===== config.mk =====
export PLATFORM = sky130hd
export DESIGN_NAME = bcd_hex_driver_param_flat
export DESIGN_NICKNAME = d
export VERILOG_FILES = /design/src/rtl/bcd_hex_driver_param_if.sv /design/src/rtl/bcd_hex_driver_param.sv /design/src/flat_wrapper.sv
export SDC_FILE = /design/constraint.sdc
export NUM_CORES = 1
export LEC_CHECK = 0
export BUFFER_PORTS_ARGS = -buffer_cell sky130_fd_sc_hd__buf_2
export CAP_MARGIN = 30
export CORE_MARGIN = 2
export CORE_UTILIZATION = 55
export CTS_CLUSTER_DIAMETER = 120
export CTS_CLUSTER_SIZE = 24
export DETAILED_ROUTE_END_ITERATION = 8
export GPL_ROUTABILITY_DRIVEN = 0
export PLACE_DENSITY_LB_ADDON = 0.05
export RECOVER_POWER = 50
export SLEW_MARGIN = 15
export SYNTH_ARGS = -nofsm -noshare
export SYNTH_HDL_FRONTEND = slang
export SYNTH_SLANG_ARGS = --single-unit

===== constraint.sdc =====
create_clock -name clk -period 2.2 [get_ports clk]
set_input_delay 0.33 -clock clk [delete_from_list [all_inputs] [get_ports clk]]
set_output_delay 0.33 -clock clk [all_outputs]
set_load 0.01 [all_outputs]

===== src/rtl/bcd_hex_driver_param_if.sv =====
// Bundles the value/update request and the display result of
// bcd_hex_driver_param.
//   master : drives number_in / update, observes the result signals
//   slave  : the driver itself
interface bcd_hex_driver_param_if #(
   parameter int IN_WIDTH   = 20,
   parameter int NUM_DIGITS = 6
);
   logic [IN_WIDTH-1:0]     number_in;
   logic                    update;
   logic [4*NUM_DIGITS-1:0] digits_out;
   logic                    driver_ready;
   logic                    overflow;
   logic                    update_dropped;

   modport master (
      output number_in, update,
      input  digits_out, driver_ready, overflow, update_dropped
   );

   modport slave (
      input  number_in, update,
      output digits_out, driver_ready, overflow, update_dropped
   );
endinterface


===== src/rtl/bcd_hex_driver_param.sv =====
// Binary to display-digit driver. Converts an IN_WIDTH-bit value (unsigned or
// two's complement) into NUM_DIGITS 4-bit codes with a one-bit-per-clock
// shift-add-3 engine, then formats the result. Codes: 0-9 decimal, A blank,
// B minus.
// Ports:
//   clk    : system clock
//   reset  : asynchronous active-low reset
//   bus    : slave side of bcd_hex_driver_param_if
//            number_in/update in, digits_out/driver_ready/overflow/
//            update_dropped out
//
// state     | meaning
// ----------+-----------------------------------------------------------
// S_IDLE    | result valid, waiting for update
// S_CONVERT | shift-add-3 iterations, down-counter from IN_WIDTH to 0
// S_FORMAT  | saturate, blank, place minus; publish digits and overflow
module bcd_hex_driver_param #(
   parameter int IN_WIDTH      = 20,
   parameter int NUM_DIGITS    = 6,
   parameter int SIGNED_MODE   = 0,
   parameter int BLANK_LEADING = 1
) (
   input logic                    clk,
   input logic                    reset,
   bcd_hex_driver_param_if.slave  bus
);

   // ceil(IN_WIDTH*log10(2)) + 1, in integer arithmetic
   localparam int INT_DIGITS = (IN_WIDTH * 30103 + 99999) / 100000 + 1;
   localparam int BCD_W      = 4 * INT_DIGITS;
   localparam int AV         = (SIGNED_MODE != 0) ? NUM_DIGITS - 1 : NUM_DIGITS;
   localparam int MAXD       = (INT_DIGITS > NUM_DIGITS) ? INT_DIGITS : NUM_DIGITS;
   localparam int CNT_W      = $clog2(IN_WIDTH + 1);

   typedef enum logic [1:0] {S_IDLE, S_CONVERT, S_FORMAT} state_t;

   state_t                  r_state, w_state_nxt;
   logic [IN_WIDTH-1:0]     r_bin;
   logic [BCD_W-1:0]        r_bcd;
   logic [CNT_W-1:0]        r_cnt;
   logic                    r_neg;
   logic [4*NUM_DIGITS-1:0] r_digits;
   logic                    r_ovf;
   logic                    r_dropped;

   logic                    w_accept;
   logic                    w_in_neg;
   logic [IN_WIDTH-1:0]     w_in_mag;
   logic [4*MAXD-1:0]       w_ext;
   logic [4*NUM_DIGITS-1:0] w_fmt_digits;
   logic                    w_fmt_ovf;
   logic [3:0]              w_d;
   int                      w_msd;

   function automatic logic [BCD_W-1:0] f_add3(input logic [BCD_W-1:0] b);
      logic [BCD_W-1:0] r;
      r = b;
      for (int i = 0; i < INT_DIGITS; i++)
         if (r[4*i +: 4] >= 4'd5) r[4*i +: 4] = r[4*i +: 4] + 4'd3;
      return r;
   endfunction

   assign w_accept = (r_state == S_IDLE) && bus.update;
   assign w_in_neg = (SIGNED_MODE != 0) && bus.number_in[IN_WIDTH-1];
   // The magnitude of the most negative value is 2^(IN_WIDTH-1), which still
   // fits in IN_WIDTH unsigned bits, so an IN_WIDTH-bit negate is exact.
   assign w_in_mag = w_in_neg ? (~bus.number_in + IN_WIDTH'(1)) : bus.number_in;

   always_ff @(posedge clk or negedge reset) begin
      if (!reset) r_state <= S_IDLE;
      else        r_state <= w_state_nxt;
   end

   always_comb begin
      w_state_nxt = r_state;
      case (r_state)
         S_IDLE:    if (w_accept) w_state_nxt = S_CONVERT;
         S_CONVERT: if (r_cnt == '0) w_state_nxt = S_FORMAT;
         S_FORMAT:  w_state_nxt = S_IDLE;
         default:   w_state_nxt = S_IDLE;
      endcase
   end

   always_ff @(posedge clk or negedge reset) begin
      if (!reset) begin
         r_bin     <= '0;
         r_bcd     <= '0;
         r_cnt     <= '0;
         r_neg     <= 1'b0;
         r_digits  <= '0;
         r_ovf     <= 1'b0;
         r_dropped <= 1'b0;
      end else begin
         r_dropped <= bus.update && (r_state != S_IDLE);
         case (r_state)
            S_IDLE: if (w_accept) begin
               r_bin <= w_in_mag;
               r_neg <= w_in_neg;
               r_bcd <= '0;
               r_cnt <= CNT_W'(IN_WIDTH);
            end
            S_CONVERT: if (r_cnt != '0) begin
               {r_bcd, r_bin} <= {f_add3(r_bcd), r_bin} << 1;
               r_cnt          <= r_cnt - 1'b1;
            end
            S_FORMAT: begin
               r_digits <= w_fmt_digits;
               r_ovf    <= w_fmt_ovf;
            end
            default: ;
         endcase
      end
   end

   // Formatting of the finished BCD register. w_ext zero-pads the internal
   // digits so that display slots beyond INT_DIGITS read as zero.
   always_comb begin
      w_ext              = '0;
      w_ext[BCD_W-1:0]   = r_bcd;
      w_fmt_ovf          = 1'b0;
      for (int i = AV; i < MAXD; i++)
         if (w_ext[4*i +: 4] != 4'd0) w_fmt_ovf = 1'b1;
      w_msd = 0;
      for (int i = 0; i < AV; i++)
         if (w_ext[4*i +: 4] != 4'd0) w_msd = i;
      if (w_fmt_ovf) w_msd = AV - 1;
      w_fmt_digits = '0;
      w_d          = 4'd0;
      for (int i = 0; i < NUM_DIGITS; i++) begin
         if (i < AV) w_d = w_fmt_ovf ? 4'd9 : w_ext[4*i +: 4];
         else        w_d = 4'd0;
         // w_msd >= 0, so digit 0 is never blanked
         if (BLANK_LEADING != 0 && i > w_msd) w_d = 4'hA;
         if (r_neg && i == ((BLANK_LEADING != 0) ? w_msd + 1 : NUM_DIGITS - 1))
            w_d = 4'hB;
         w_fmt_digits[4*i +: 4] = w_d;
      end
   end

   always_comb begin
      bus.driver_ready   = (r_state == S_IDLE);
      bus.digits_out     = r_digits;
      bus.overflow       = r_ovf;
      bus.update_dropped = r_dropped;
   end

endmodule


===== src/flat_wrapper.sv =====
// flat-port wrapper written by rule: the top's interface ports become plain ports
module bcd_hex_driver_param_flat 
#(
   parameter int IN_WIDTH      = 20,
   parameter int NUM_DIGITS    = 6,
   parameter int SIGNED_MODE   = 0,
   parameter int BLANK_LEADING = 1
)
  (clk, reset, bus_number_in, bus_update, bus_digits_out, bus_driver_ready, bus_overflow, bus_update_dropped);
  bcd_hex_driver_param_if #(.IN_WIDTH(IN_WIDTH), .NUM_DIGITS(NUM_DIGITS)) bus_i ();
  input logic clk;
  input logic reset;
  input wire logic [$bits(bus_i.number_in)-1:0] bus_number_in;
  input wire logic [$bits(bus_i.update)-1:0] bus_update;
  output wire logic [$bits(bus_i.digits_out)-1:0] bus_digits_out;
  output wire logic [$bits(bus_i.driver_ready)-1:0] bus_driver_ready;
  output wire logic [$bits(bus_i.overflow)-1:0] bus_overflow;
  output wire logic [$bits(bus_i.update_dropped)-1:0] bus_update_dropped;
  assign bus_i.number_in = bus_number_in;
  assign bus_i.update = bus_update;
  assign bus_digits_out = bus_i.digits_out;
  assign bus_driver_ready = bus_i.driver_ready;
  assign bus_overflow = bus_i.overflow;
  assign bus_update_dropped = bus_i.update_dropped;
  bcd_hex_driver_param #(.IN_WIDTH(IN_WIDTH), .NUM_DIGITS(NUM_DIGITS), .SIGNED_MODE(SIGNED_MODE), .BLANK_LEADING(BLANK_LEADING)) u_core (.clk(clk), .reset(reset), .bus(bus_i));
endmodule

Word level (Yosys, flattened, before mapping)
Index checks and enable logic that the tools add are counted.
{"block": "totals", "regBits": 85, "inputBits": 23, "out_inout_bits": 27, "word_cells": 91}
{"block": "op_classes", "n_addsub": 9, "magnitude_cmp": 14, "eq_ne": 5, "muxes": 40, "reduce_logical": 16}
{"cell": "$mux W32", "n": 7}
{"cell": "$mux W4", "n": 19}
{"cell": "$gt A3 B32 Y1 const A", "n": 2}
{"cell": "$gt A4 B32 Y1 const A", "n": 2}
{"cell": "$pmux W32 S2", "n": 1}
{"cell": "$mux W20", "n": 2}
{"cell": "$pmux W20 S2", "n": 1}
{"cell": "$ge A4 B3 Y1 const B", "n": 8}
{"cell": "$gt A1 B32 Y1 const A", "n": 1}
{"cell": "$gt A2 B32 Y1 const A", "n": 1}
{"cell": "$add A4 B2 Y4 const B", "n": 7}
{"cell": "$reduce_bool A4 Y1", "n": 7}
{"cell": "$mux W5", "n": 2}
{"cell": "$pmux W5 S2", "n": 1}
{"cell": "$ne A2 B1 Y1 const B", "n": 3}
{"cell": "$logic_not A5 Y1", "n": 1}
{"cell": "$reduce_bool A5 Y1", "n": 1}
{"cell": "$sub A5 B1 Y5 const B", "n": 1}
{"cell": "$mux W2", "n": 2}
{"cell": "$pmux W2 S2", "n": 1}
{"cell": "$reduce_bool A2 Y1", "n": 2}
{"cell": "$add A3 B2 Y3 const B", "n": 1}
{"cell": "$mux W1", "n": 3}
{"cell": "$mux W3", "n": 1}
{"cell": "6 further kinds", "n": 7}

Longest topological paths before layout
Gate-level depths: netlist of run 1.
{"block": "depth", "word_depth": 9, "mapped_depth": 8, "depth_no_buf": 6}

Least setup slack after synthesis of run 1
Ideal clock, no wire load.
{"block": "synth_path", "path_kind": "register to register", "from": "reg u_core.r_bcd[16]", "to": "reg u_core.r_digits[4] (netlist: u_core.bus.digits_out[4])", "setup_ps": 141, "arrival_time_ps": 1531, "required_ps": 2059, "path_slack_ps": 527, "path_stages_with_launch": 7, "n_path_buf": 0, "synth_period_minus_slack_ps": 1673, "path_cell_list": "dfrtp_1 inv_1 ha_1 nor3b_1 nand4_1 nor3b_1 a31oi_1"}
{"block": "synth_between", "elab_chain_cells": 6}
{"item": "from (decl)", "line": "bcd_hex_driver_param.sv:39", "text": "logic [BCD_W-1:0] r_bcd;"}
{"item": "from (signal assigned)", "line": "bcd_hex_driver_param.sv:103", "text": "{r_bcd, r_bin} <= {f_add3(r_bcd), r_bin} << 1;"}
{"item": "$reduce_bool A4 Y1", "line": "bcd_hex_driver_param.sv:125", "text": "if (w_ext[4*i +: 4] != 4'd0) w_msd = i;"}
{"item": "$mux W32 (2 in a row)", "line": "bcd_hex_driver_param.sv:125"}
{"item": "$mux W32", "line": "bcd_hex_driver_param.sv:126", "text": "if (w_fmt_ovf) w_msd = AV - 1;"}
{"item": "$gt A2 B32 Y1", "line": "bcd_hex_driver_param.sv:133", "text": "if (BLANK_LEADING != 0 && i > w_msd) w_d = 4'hA;"}
{"item": "$mux W4", "line": "bcd_hex_driver_param.sv:133"}
{"item": "to (signal assigned)", "line": "bcd_hex_driver_param.sv:107", "text": "r_digits <= w_fmt_digits;"}
{"item": "to (decl)", "line": "bcd_hex_driver_param.sv:42", "text": "logic [4*NUM_DIGITS-1:0] r_digits;"}
No other way between the ends.
A chain may end at the register's enable or synchronous reset.

Final worst setup path of run 1
{"block": "layout_path", "from": "reg u_core.r_bcd[16]", "to": "reg u_core.r_digits[5] (netlist: u_core.bus.digits_out[5])"}
Same word-level chain as after synthesis.

==> results of run 1 <==
[repair_timing]
item / 4_1_cts / 5_1_grt
hold buffers: 1 / 0
gates resized for setup: 0 / 0
setup endpoints to repair: 0 / 0
hold endpoints to repair: 31 / 0
[power breakdown]
group | switching (mW) | internal (mW)
Clock | 0.552 | 0.404
Combinational | 1.64 | 1.33
Sequential | 0.517 | 2.15
[layer usage]
| layer | wire (um) | global-route usage [%] | part of all wire (%) |
|---|---|---|---|
| met4 | 147 | 7.97 | 1.6 |
| met3 | 375 | 4.07 | 4.2 |
| met1 | 4340 | 31.1 | 49 |
| met2 | 4080 | 35.5 | 46 |
| met5 | 0 | 0 | 0 |
[stage by stage]
step	worst slack, ns	total power [mW]	hold slack (ns)	std cells	util [%]
6_report	0.251	6.59	0.203	613	63.4
5_1_grt	0.0890	7.20	0.189	613	63.4
4_1_cts	0.250	6.64	0.188	613	63.6
3_5_place_dp	0.275	5.67	0.313	596	61.4
3_3_place_gp	0.353	5.56	0.307	596	61.4
2_1_floorplan	0.527	4.90	0.0344	458	-
[final timing paths]
check	from	endpoint	slack, ns
worst max-delay path	u_core.r_bcd[16]	u_core.bus.digits_out[5]	0.25
worst min-delay path	bus_number_in[0]	u_core.r_bin[0]	0.20
worst max register to register	u_core.r_bcd[16]	u_core.bus.digits_out[5]	0.25
worst min register to register	u_core.bus.digits_out[22]	u_core.bus.digits_out[22]	0.48
max in group asynchronous	reset	u_core.r_cnt[3]	0.59
min in group asynchronous	reset	u_core.bus.digits_out[19]	0.62
[area by class of cell]
class | instances | area share, %
Inverter | 18 | 1.39
Clock inverter | 5 | 0.565
Multi-Input combinational cell | 328 | 41.3
Timing Repair Buffer | 64 | 7.81
Clock buffer | 11 | 2.70
Sequential cell | 85 | 43.7
Tap cell | 102 | 2.62
[flip-flops by register name (all words and copies together), names as in the netlist]
signal,cells
u_core.r_bin,20
u_core.r_bcd,32
u_core.bus.overflow,1
u_core.r_cnt,5
u_core.bus.digits_out,24
u_core.bus.update_dropped,1
u_core.r_state,2
[synthesized netlist by cell type (2+ instances only)]
cell	instances
a21o_1	2
a21oi_1	16
a31oi_1	23
a32o_1	8
and2_1	2
and3_1	2
buf_1	2
buf_2	7
buf_4	2
buf_6	3
clkbuf_1	12
dfrtp_1	85
ha_1	23
inv_1	18
mux2_2	8
mux2i_1	2
nand2_1	72
nand2b_1	12
nand3_1	27
nor2_1	32
nor2b_1	3
nor3_1	5
nor3b_1	10
nor4_1	2
o21ai_0	45
o31ai_1	12
xnor2_1	8
[worst reg2reg max path: cells and delay by family, from the launching register on]
kind / cells / cell delay (ns)
fa+ha+maj: 1 / 0.21
simple gates: 3 / 0.93
compound gates: 1 / 0.20
buf+inv: 1 / 0.11
flops: 1 / 0.43
[cells by family after synthesis]
family | count (synthesis)
adders and majority gates | 23
and+or+nand+nor | 172
buffers and inverters | 45
DFF | 85
muxes | 10
AOI/OAI and AO/OA | 114
xor gates and xnor gates | 9
==> key figures, run 1 <==
Final layout
  • Filler cell count: 683
  • Share of cells above drive strength 1: roughly 15%
  • Multi-input logic area: between 0.002 and 0.0025 mm2
  • Storage element area: roughly 0.0021 mm2
  • Layout area overhead: 12.3%
  • Fin nets: ~550
  • Design area: approximately 0.005 mm2
  • Most common cell after layout, fill and taps aside: dfrtp_1
  • Most frequent cells in the layout: dfrtp_1 (85), nand2_1 (72), o21ai_0 (45)
  • Antenna diode instance count: 0

Critical path
  • Critical path's top delay family: simple AND/OR/NAND/NOR gates
  • Critical Path Sink Type: register
  • CP Depth: 6
  • Most Frequent Cell on Critical Path: nor3b_1
  • Sum of buffers and inverters on the critical path: 1
  • CP max stage cell: dfrtp_1
  • Critical Path Max Stage Delay: roughly 0.43 ns
  • Crit Path Class: reg -> reg
  • Worst-path fanout max: 5
  • Critical path arrival: around 2.2 ns
  • CP Cell Sequence: inv_1 -> ha_1 -> nor3b_1 -> nand4_1 -> nor3b_1 -> a31o_2
  • Startpoint types: register
  • Required @ worst endpoint: between 2 and 3 ns
  • Reg2Reg Depth: 6

Synthesis
  • Mux share of post-synthesis cell area: between 2 and 3%
  • Post-Synth XOR/XNOR Area: under 10%
  • Prevailing post-synth register cell: dfrtp_1
  • Gate Count Post-Synth: between 400 and 500
  • Share of the synthesized area in the top cell type: between 40 and 50%
  • Seq cells post-synth: between 80 and 90
  • Cell taking the most area after synthesis: dfrtp_1
  • Compound-Gate Fraction of Synth Area: between 10% and 20%
  • Largest cells by area after synthesis: dfrtp_1 (49%), ha_1 (6.6%), nand2_1 (6.2%), o21ai_0 (5.2%), a31oi_1 (3.3%)
  • Sequential element share of the synthesized area: 49.0%
  • Mapped Area: 0.00434 mm2
  • Largest family of logic cells by synthesized area: simple AND/OR/NAND/NOR gates
  • EDFF count, synth: 0
  • YS warnings: 0
  • Post-Synth Simple-Gate Area: 19.0%
  • Syn_nets: approximately 500
  • Mean Syn Cell Area: 9.47 um2
  • Async S/R FF share, synth: 100%
  • Count of different cell masters after synthesis: 42
  • Post-Synth Adder-Cell Area: 6.63%

Floorplan
  • Initial core utilization: ~56%
  • Die X: 92.8 um
  • Die Span Y: just over 90 um
  • Core Box Area: between 0.007 and 0.008 mm2
  • Boundary pin count: 50
  • Row count: 32
  • Die area: roughly 0.0086 mm2

Global route
  • Number of global-route vias before repair: between 3,000 and 4,000
  • Initial antenna violation count: 0
  • GRT Total Usage: between 20% and 30%
  • Largest net degree at the start of global routing: 41
  • Gr ovfl total: 0
  • First-pass GRT wire length: between 15 and 20 mm

CTS
  • Clock Sinks: 85
  • CTS H-tree depth: 3
  • CTS root buf: clkbuf_8
  • CTS tree: built
  • Worst-case clock buffer depth: 2
  • Worst skew pair latency: ~0.35 ns
  • Clock slew at reported path FFs: approximately 0.08 ns
  • CTS Buf Count: 9
  • Setup Fix Bufs, Post-CTS: 0

Routing
  • Routed wire length: between 8 and 9 mm
  • DRC errors left: 0
  • DR iter-0 viols: 180
  • Routed via count: ~3,400
  • Vias per cell: approximately 5.6
  • Post-route ant nets: 0
  • Pre-Repair DR Iteration Count: 5
  • WL per Instance: 14.6 um

Timing
  • Worst-Margin Slew: 0.870 ns
  • Tmin final: slightly below 2 ns
  • Final Hold Viols: 0
  • Setup TNS: 0 ns
  • Clk_skew: ~0.0089 ns
  • Final period util: between 80% and 90%
  • RSZ-0062 raised after global routing: false
  • Worst slew margin: 42.0%
  • Final setup viols: 0
  • Slew Limit Fails: 0
  • F_max: approximately 510 MHz

Worst hold path
  • Class of the worst hold path: in -> reg
  • Hold depth: 3

Job
  • Max-Cap Viols: 0

Placed design
  • Hpwl dp: 6.22 mm
  • Number of port buffers: 49
  • Dpl cell area: approximately 0.0047 mm2

Pwr
  • Pwr Density: approximately 1400 mW/mm2
  • VDD IR max: about 0.7 mV
  • Pleak: 2.15 nW

Outcome
  • Outcome: finished, final reports clean
No activity file was read; power rests on OpenSTA's default activity.
==> inputs of run 2 (changes only) <==
--- a/config.mk
+++ b/config.mk
@@ -13,7 +13,7 @@
 export CTS_CLUSTER_SIZE = 24
 export DETAILED_ROUTE_END_ITERATION = 8
 export GPL_ROUTABILITY_DRIVEN = 0
-export PLACE_DENSITY_LB_ADDON = 0.05
+export PLACE_DENSITY_LB_ADDON = 0.25
 export RECOVER_POWER = 50
 export SLEW_MARGIN = 15
 export SYNTH_ARGS = -nofsm -noshare
==> run 2 against run 1 <==
Net effect: via count increased by 1.3%; register-to-register slack about the same; utilization increased by 0.68 points; wire length increased by 4.1%; sequential cell count unchanged; global-route usage increased by 0.22 points; largest cell class unchanged; clock-buffer cell count decreased by 1; combinational power about the same; first-iteration DRC count decreased by 2.2%; sequential power about the same; clock skew increased by 0.0016 ns; final cell count decreased by 0.33%.
==> key figures, run 2 (synthesized netlist as in run 1, its figures left out) <==
Outcome
  • Outcome: finished, final reports clean

Pwr
  • Design Power: 6.99 mW
  • VDD IR max: a little under 0.7 mV
  • Pleak: ~2.2 nW
  • Pwr Density: about 1400 mW/mm2

Floorplan
  • Row count: 32
  • Die Span Y: ~93 um
  • Initial core utilization: between 50% and 60%
  • Boundary pin count: 50
  • Core Box Area: between 0.007 and 0.008 mm2
  • Die X: approximately 93 um
  • Die area: roughly 0.0086 mm2

Global route
  • Largest net degree at the start of global routing: 57
  • First-pass GRT wire length: 15.5 mm
  • Gr ovfl total: 0
  • Number of global-route vias before repair: around 3,300
  • Initial antenna violation count: 0
  • GRT Total Usage: 22.6%

CTS
  • Setup Fix Bufs, Post-CTS: 0
  • CTS root buf: clkbuf_8
  • Worst skew pair latency: 0.36 ns
  • Worst-case clock buffer depth: 2
  • Clock Sinks: 85
  • CTS H-tree depth: 3
  • CTS tree: built
  • CTS Buf Count: 9
  • Clock slew at reported path FFs: around 0.09 ns

Final layout
  • Most common cell after layout, fill and taps aside: dfrtp_1
  • Storage element area: around 0.0021 mm2
  • Layout area overhead: 13.5%
  • Filler cell count: roughly 650
  • Final core occ: 64.1%
  • Multi-input logic area: 0.00201 mm2
  • Most flop-heavy register: u_core.r_bcd
  • Most frequent cells in the layout: dfrtp_1 (85), nand2_1 (72), o21ai_0 (45)
  • Antenna diode instance count: 0
  • Number of flip-flops in the largest register: 32
  • Design area: between 0.004 and 0.005 mm2
  • Fin nets: 550
  • Share of cells above drive strength 1: about 15%

Routing
  • WL per Instance: 15.2 um
  • DRC errors left: 0
  • Pre-Repair DR Iteration Count: 5
  • Vias per cell: about 5.6
  • Routed via count: between 3,000 and 4,000
  • DR iter-0 viols: roughly 180
  • Routed wire length: 9.32 mm
  • Post-route ant nets: 0

Placed design
  • Hpwl dp: 6.28 mm
  • Dpl cell area: approximately 0.0047 mm2
  • Number of port buffers: 49
  • Pre-CTS setup slack: around 0.16 ns

Critical path
  • CP Cell Sequence: inv_1 -> ha_1 -> nor3b_1 -> nand4_1 -> nor3b_2 -> a31oi_1
  • Required @ worst endpoint: roughly 2.4 ns
  • Reg2Reg Depth: 6
  • Critical path arrival: 2.20 ns
  • Crit Path Class: reg -> reg
  • CP max stage cell: dfrtp_1
  • Critical Path Sink Type: register
  • Worst-path fanout max: 5
  • Critical Path Max Stage Delay: roughly 0.44 ns
  • Startpoint types: register

Worst hold path
  • Hold depth: 3
  • Class of the worst hold path: in -> reg

Timing
  • Worst slew margin: between 40% and 50%
  • Setup TNS: 0 ns
  • Tmin final: between 1.5 and 2 ns
  • Final worst-path setup slack: ~0.24 ns
  • Final period util: between 80% and 90%
  • F_max: between 500 and 600 MHz
  • Slew Limit Fails: 0
  • Clk_skew: about 0.011 ns
  • Final setup viols: 0
  • RSZ-0062 raised after global routing: false
  • Final Hold Viols: 0
  • Worst-Margin Slew: between 0.8 and 0.9 ns

Job
  • Max-Cap Viols: 0
-- run 2: cell types whose count changed in the layout (fill, tap and decap cells not counted) --
cell / before / now
bufinv_16: 0 / 3
clkinv_2: 4 / 1
buf_12: 3 / 2
clkbuf_1: 14 / 13
clkbuf_2: 2 / 1
clkinv_4: 0 / 1
nor3b_1: 10 / 9
nor3b_2: 0 / 1
o21ai_2: 0 / 1
o21ai_4: 1 / 0
-- run 2: per-stage QoR --
step / hold WS [ns] / instances
floorplan: 0.0344 / 458
global placement: 0.298 / 593
detailed placement: 0.301 / 593
CTS: 0.185 / 610
global route: 0.210 / 611
finish: 0.198 / 611
-- run 2: final timing paths --
| kind | to | slack (ns) | start |
|---|---|---|---|
| max reg2reg | u_core.bus.digits_out[4] | 0.24 | u_core.r_bcd[16] |
| min reg2reg | u_core.bus.overflow | 0.48 | u_core.bus.overflow |
| min | u_core.r_bin[0] | 0.20 | bus_number_in[0] |
| max in group asynchronous | u_core.r_bin[18] | 0.83 | reset |
| max | u_core.bus.digits_out[4] | 0.24 | u_core.r_bcd[16] |
| min in group asynchronous | u_core.bus.digits_out[13] | 0.60 | reset |
-- run 2: layer usage --
layer,track usage [%],up-vias,wire [um]
met5,0,-,0
met4,7.97,0,114
met3,3.17,12,421
met2,35.7,84,4370
met1,32.2,1668,4410
li1,-,1684,-
-- run 2: final cells by class --
class / count / area share, %
flip-flops and latches: 85 / 43.2
well taps: 102 / 2.59
multi-input cells: 328 / 40.8
repair buffers: 62 / 7.22
clock inverters: 6 / 2.26
clock buffers: 10 / 2.59
inverters: 18 / 1.37
-- run 2: repair_timing --
action,CTS,global route
endpoints found under the hold margin,32,0
endpoints found under the setup margin,0,2
resized for setup,0,1
hold buffers,1,0
-- run 2: worst max-delay path: cells and delay by family, from the launching register on --
family | cells | cell delay (ns)
buf+inv | 1 | 0.10
simple gates | 3 | 0.96
fa+ha+maj | 1 | 0.22
flops | 1 | 0.44
compound gates | 1 | 0.12
-- run 2: power breakdown --
part	leakage [nW]	internal (mW)	switching [mW]
registers	1.02	2.15	0.521
clock network	0.116	0.755	0.572
logic	1.03	1.31	1.68
==> inputs of run 3 (changes only) <==
--- a/config.mk
+++ b/config.mk
@@ -5,13 +5,13 @@
 export SDC_FILE = /design/constraint.sdc
 export NUM_CORES = 1
 export LEC_CHECK = 0
-export BUFFER_PORTS_ARGS = -buffer_cell sky130_fd_sc_hd__buf_2
 export CAP_MARGIN = 30
 export CORE_MARGIN = 2
 export CORE_UTILIZATION = 55
 export CTS_CLUSTER_DIAMETER = 120
 export CTS_CLUSTER_SIZE = 24
 export DETAILED_ROUTE_END_ITERATION = 8
+export DONT_BUFFER_PORTS = 1
 export GPL_ROUTABILITY_DRIVEN = 0
 export PLACE_DENSITY_LB_ADDON = 0.25
 export RECOVER_POWER = 50
==> run 3 against run 2 <==
Net effect: the flow now finishes with violations (negative hold slack); largest cell class unchanged; final cell count is 8.5% lower; clock power is 25% lower; die area stayed put; non-clock buffer count is 52 lower.
==> key figures, run 3 (synthesized netlist as in run 1, its figures left out) <==
Critical path
  • CP max stage cell: dfrtp_1
  • Startpoint types: register
  • Critical path arrival: roughly 2.2 ns
  • Critical Path Start: u_core.r_bcd[16]
  • Reg-to-Reg End: u_core.bus.digits_out[4]
  • Critical Path Sink Type: register
  • Critical Path Max Stage Delay: ~0.44 ns
  • Worst-path fanout max: 5
  • Required @ worst endpoint: roughly 2.4 ns
  • Reg-to-reg slack, setup: 0.27 ns
  • RR Startpoint: u_core.r_bcd[16]
  • CP Cell Sequence: inv_1 -> ha_1 -> nor3b_1 -> nand4_1 -> nor3b_2 -> a31oi_1
  • Crit Path Class: reg -> reg
  • Reg2Reg Depth: 6

Global route
  • Gr ovfl total: 0
  • Largest net degree at the start of global routing: 86
  • Number of global-route vias before repair: between 3,000 and 4,000
  • First-pass GRT wire length: around 15 mm
  • GR Util met3: between 3 and 4%
  • Initial antenna violation count: 0
  • GRT Total Usage: a little over a fifth
  • Met2 usage: around a third
  • Gr busiest metal: met2
  • Global-route met1 utilization: a little under a third

Routing
  • DR iter-0 viols: 180
  • WL per Instance: about 16 um
  • Routed wire length: between 8 and 9 mm
  • DRC errors left: 0
  • Vias per cell: about 5.8
  • Pre-Repair DR Iteration Count: 4
  • Post-route ant nets: 0
  • Routed via count: 3,215

Timing
  • Setup TNS: 0 ns
  • Final worst-path setup slack: about 0.27 ns
  • Hold_ws: -0.348 ns
  • Final Hold Viols: between 80 and 90
  • Tmin final: approximately 1.9 ns
  • Worst-Margin Slew: approximately 0.4 ns
  • Slew Limit Fails: 0
  • Final setup viols: 0
  • Worst slew margin: approximately 73%
  • Clk_skew: ~0.014 ns
  • Final period util: 87.6%
  • F_max: ~520 MHz
  • RSZ-0062 raised after global routing: false

Pwr
  • Pwr Density: approximately 1400 mW/mm2
  • Pleak: 1.96 nW
  • Design Power: ~6.5 mW
  • VDD IR max: roughly 0.64 mV

CTS
  • CTS H-tree depth: 3
  • Clock Sinks: between 80 and 90
  • CTS tree: built
  • Worst-case clock buffer depth: 2
  • Clock slew at reported path FFs: approximately 0.090 ns
  • Setup Fix Bufs, Post-CTS: 0
  • Worst skew pair latency: roughly 0.36 ns
  • CTS root buf: clkbuf_8
  • CTS Buf Count: 9

Final layout
  • Most flop-heavy register: u_core.r_bcd
  • Most common cell after layout, fill and taps aside: dfrtp_1
  • Fin nets: between 400 and 500
  • Most frequent cells in the layout: dfrtp_1 (85), nand2_1 (72), o21ai_0 (45)
  • Design area: 0.00460 mm2
  • Layout area overhead: 6.03%
  • Antenna diode instance count: 0
  • Number of flip-flops in the largest register: 32
  • Share of cells above drive strength 1: 8.32%

Floorplan
  • Die X: roughly 93 um
  • Core Box Area: between 0.007 and 0.008 mm2
  • Die area: around 0.0086 mm2
  • Row count: 32
  • Initial core utilization: between 50% and 60%
  • Die Span Y: ~93 um
  • Boundary pin count: 50

Job
  • Max-Cap Viols: 0

Worst hold path
  • Class of the worst hold path: in -> async

Outcome
  • Failing checks: negative hold slack
  • Outcome: complete, but fails checks

Placed design
  • Hpwl dp: 5.82 mm
  • Number of port buffers: 0
  • Pre-CTS setup slack: roughly 0.16 ns
  • Dpl cell area: about 0.0044 mm2
[run 3: changes by cell type in the layout (fill, tap and decap cells not counted)]
cell | before | now
bufinv_16 | 3 | 0
inv_6 | 0 | 1
o21ai_4 | 0 | 1
o21ai_2 | 1 | 0
buf_4 | 10 | 9
dlygate4sd3_1 | 1 | 0
clkinv_4 | 1 | 3
clkbuf_1 | 13 | 1
clkbuf_2 | 1 | 0
buf_12 | 2 | 1
buf_2 | 36 | 0
[run 3: final cells by class]
class                      count  area (um2)
inverter                      18        67.6
multi-input combinational    328        2020
tap                          102         128
fill                         660        3090
clock inverter                 6        47.5
clock buffer                  10         128
timing repair buffer          10        87.6
sequential                    85        2130
[run 3: how the worst max path moves through the flow]
stage	end	depth (start not counted)
after floorplan	u_core.bus.digits_out[4]	6
after global placement	u_core.bus.digits_out[4]	6
after detailed placement	u_core.bus.digits_out[4]	6
after CTS	u_core.bus.digits_out[4]	6
after global routing	u_core.bus.digits_out[4]	6
final	u_core.bus.digits_out[4]	6
[run 3: timing repair]
action                                  4_1_cts  5_1_grt
gates resized for setup                       0        1
endpoints found under the hold margin        85       85
endpoints found under the setup margin        0        3
[run 3: routing by layer]
layer,share of wire (%),up-vias
li1,-,1579
met1,48,1569
met2,47,57
met4,1.7,0
met3,3.6,10
met5,0,-
[run 3: power breakdown]
part	total (mW)	internal, mW	leakage, nW	switching, mW
Combinational	2.78	1.24	0.854	1.54
Sequential	2.71	2.15	1.02	0.556
Clock	1.00	0.419	0.0868	0.586
Total	6.49	3.81	1.96	2.68
[run 3: critical path, delay by kind of cell (launching register included)]
kind,cells,cell delay [ns]
simple gates,3,0.89
fa+ha+maj,1,0.22
compound gates,1,0.13
flops,1,0.44
buf+inv,1,0.11
[run 3: metrics by stage]
step / util, % / instances / hold slack [ns]
global route: 59.8 / 559 / -0.364
CTS: 59.8 / 559 / -0.354
global placement: 57.5 / 543 / 0.0361
finish: 59.8 / 559 / -0.348
detailed placement: 57.5 / 543 / 0.0362
floorplan: - / 458 / 0.0344
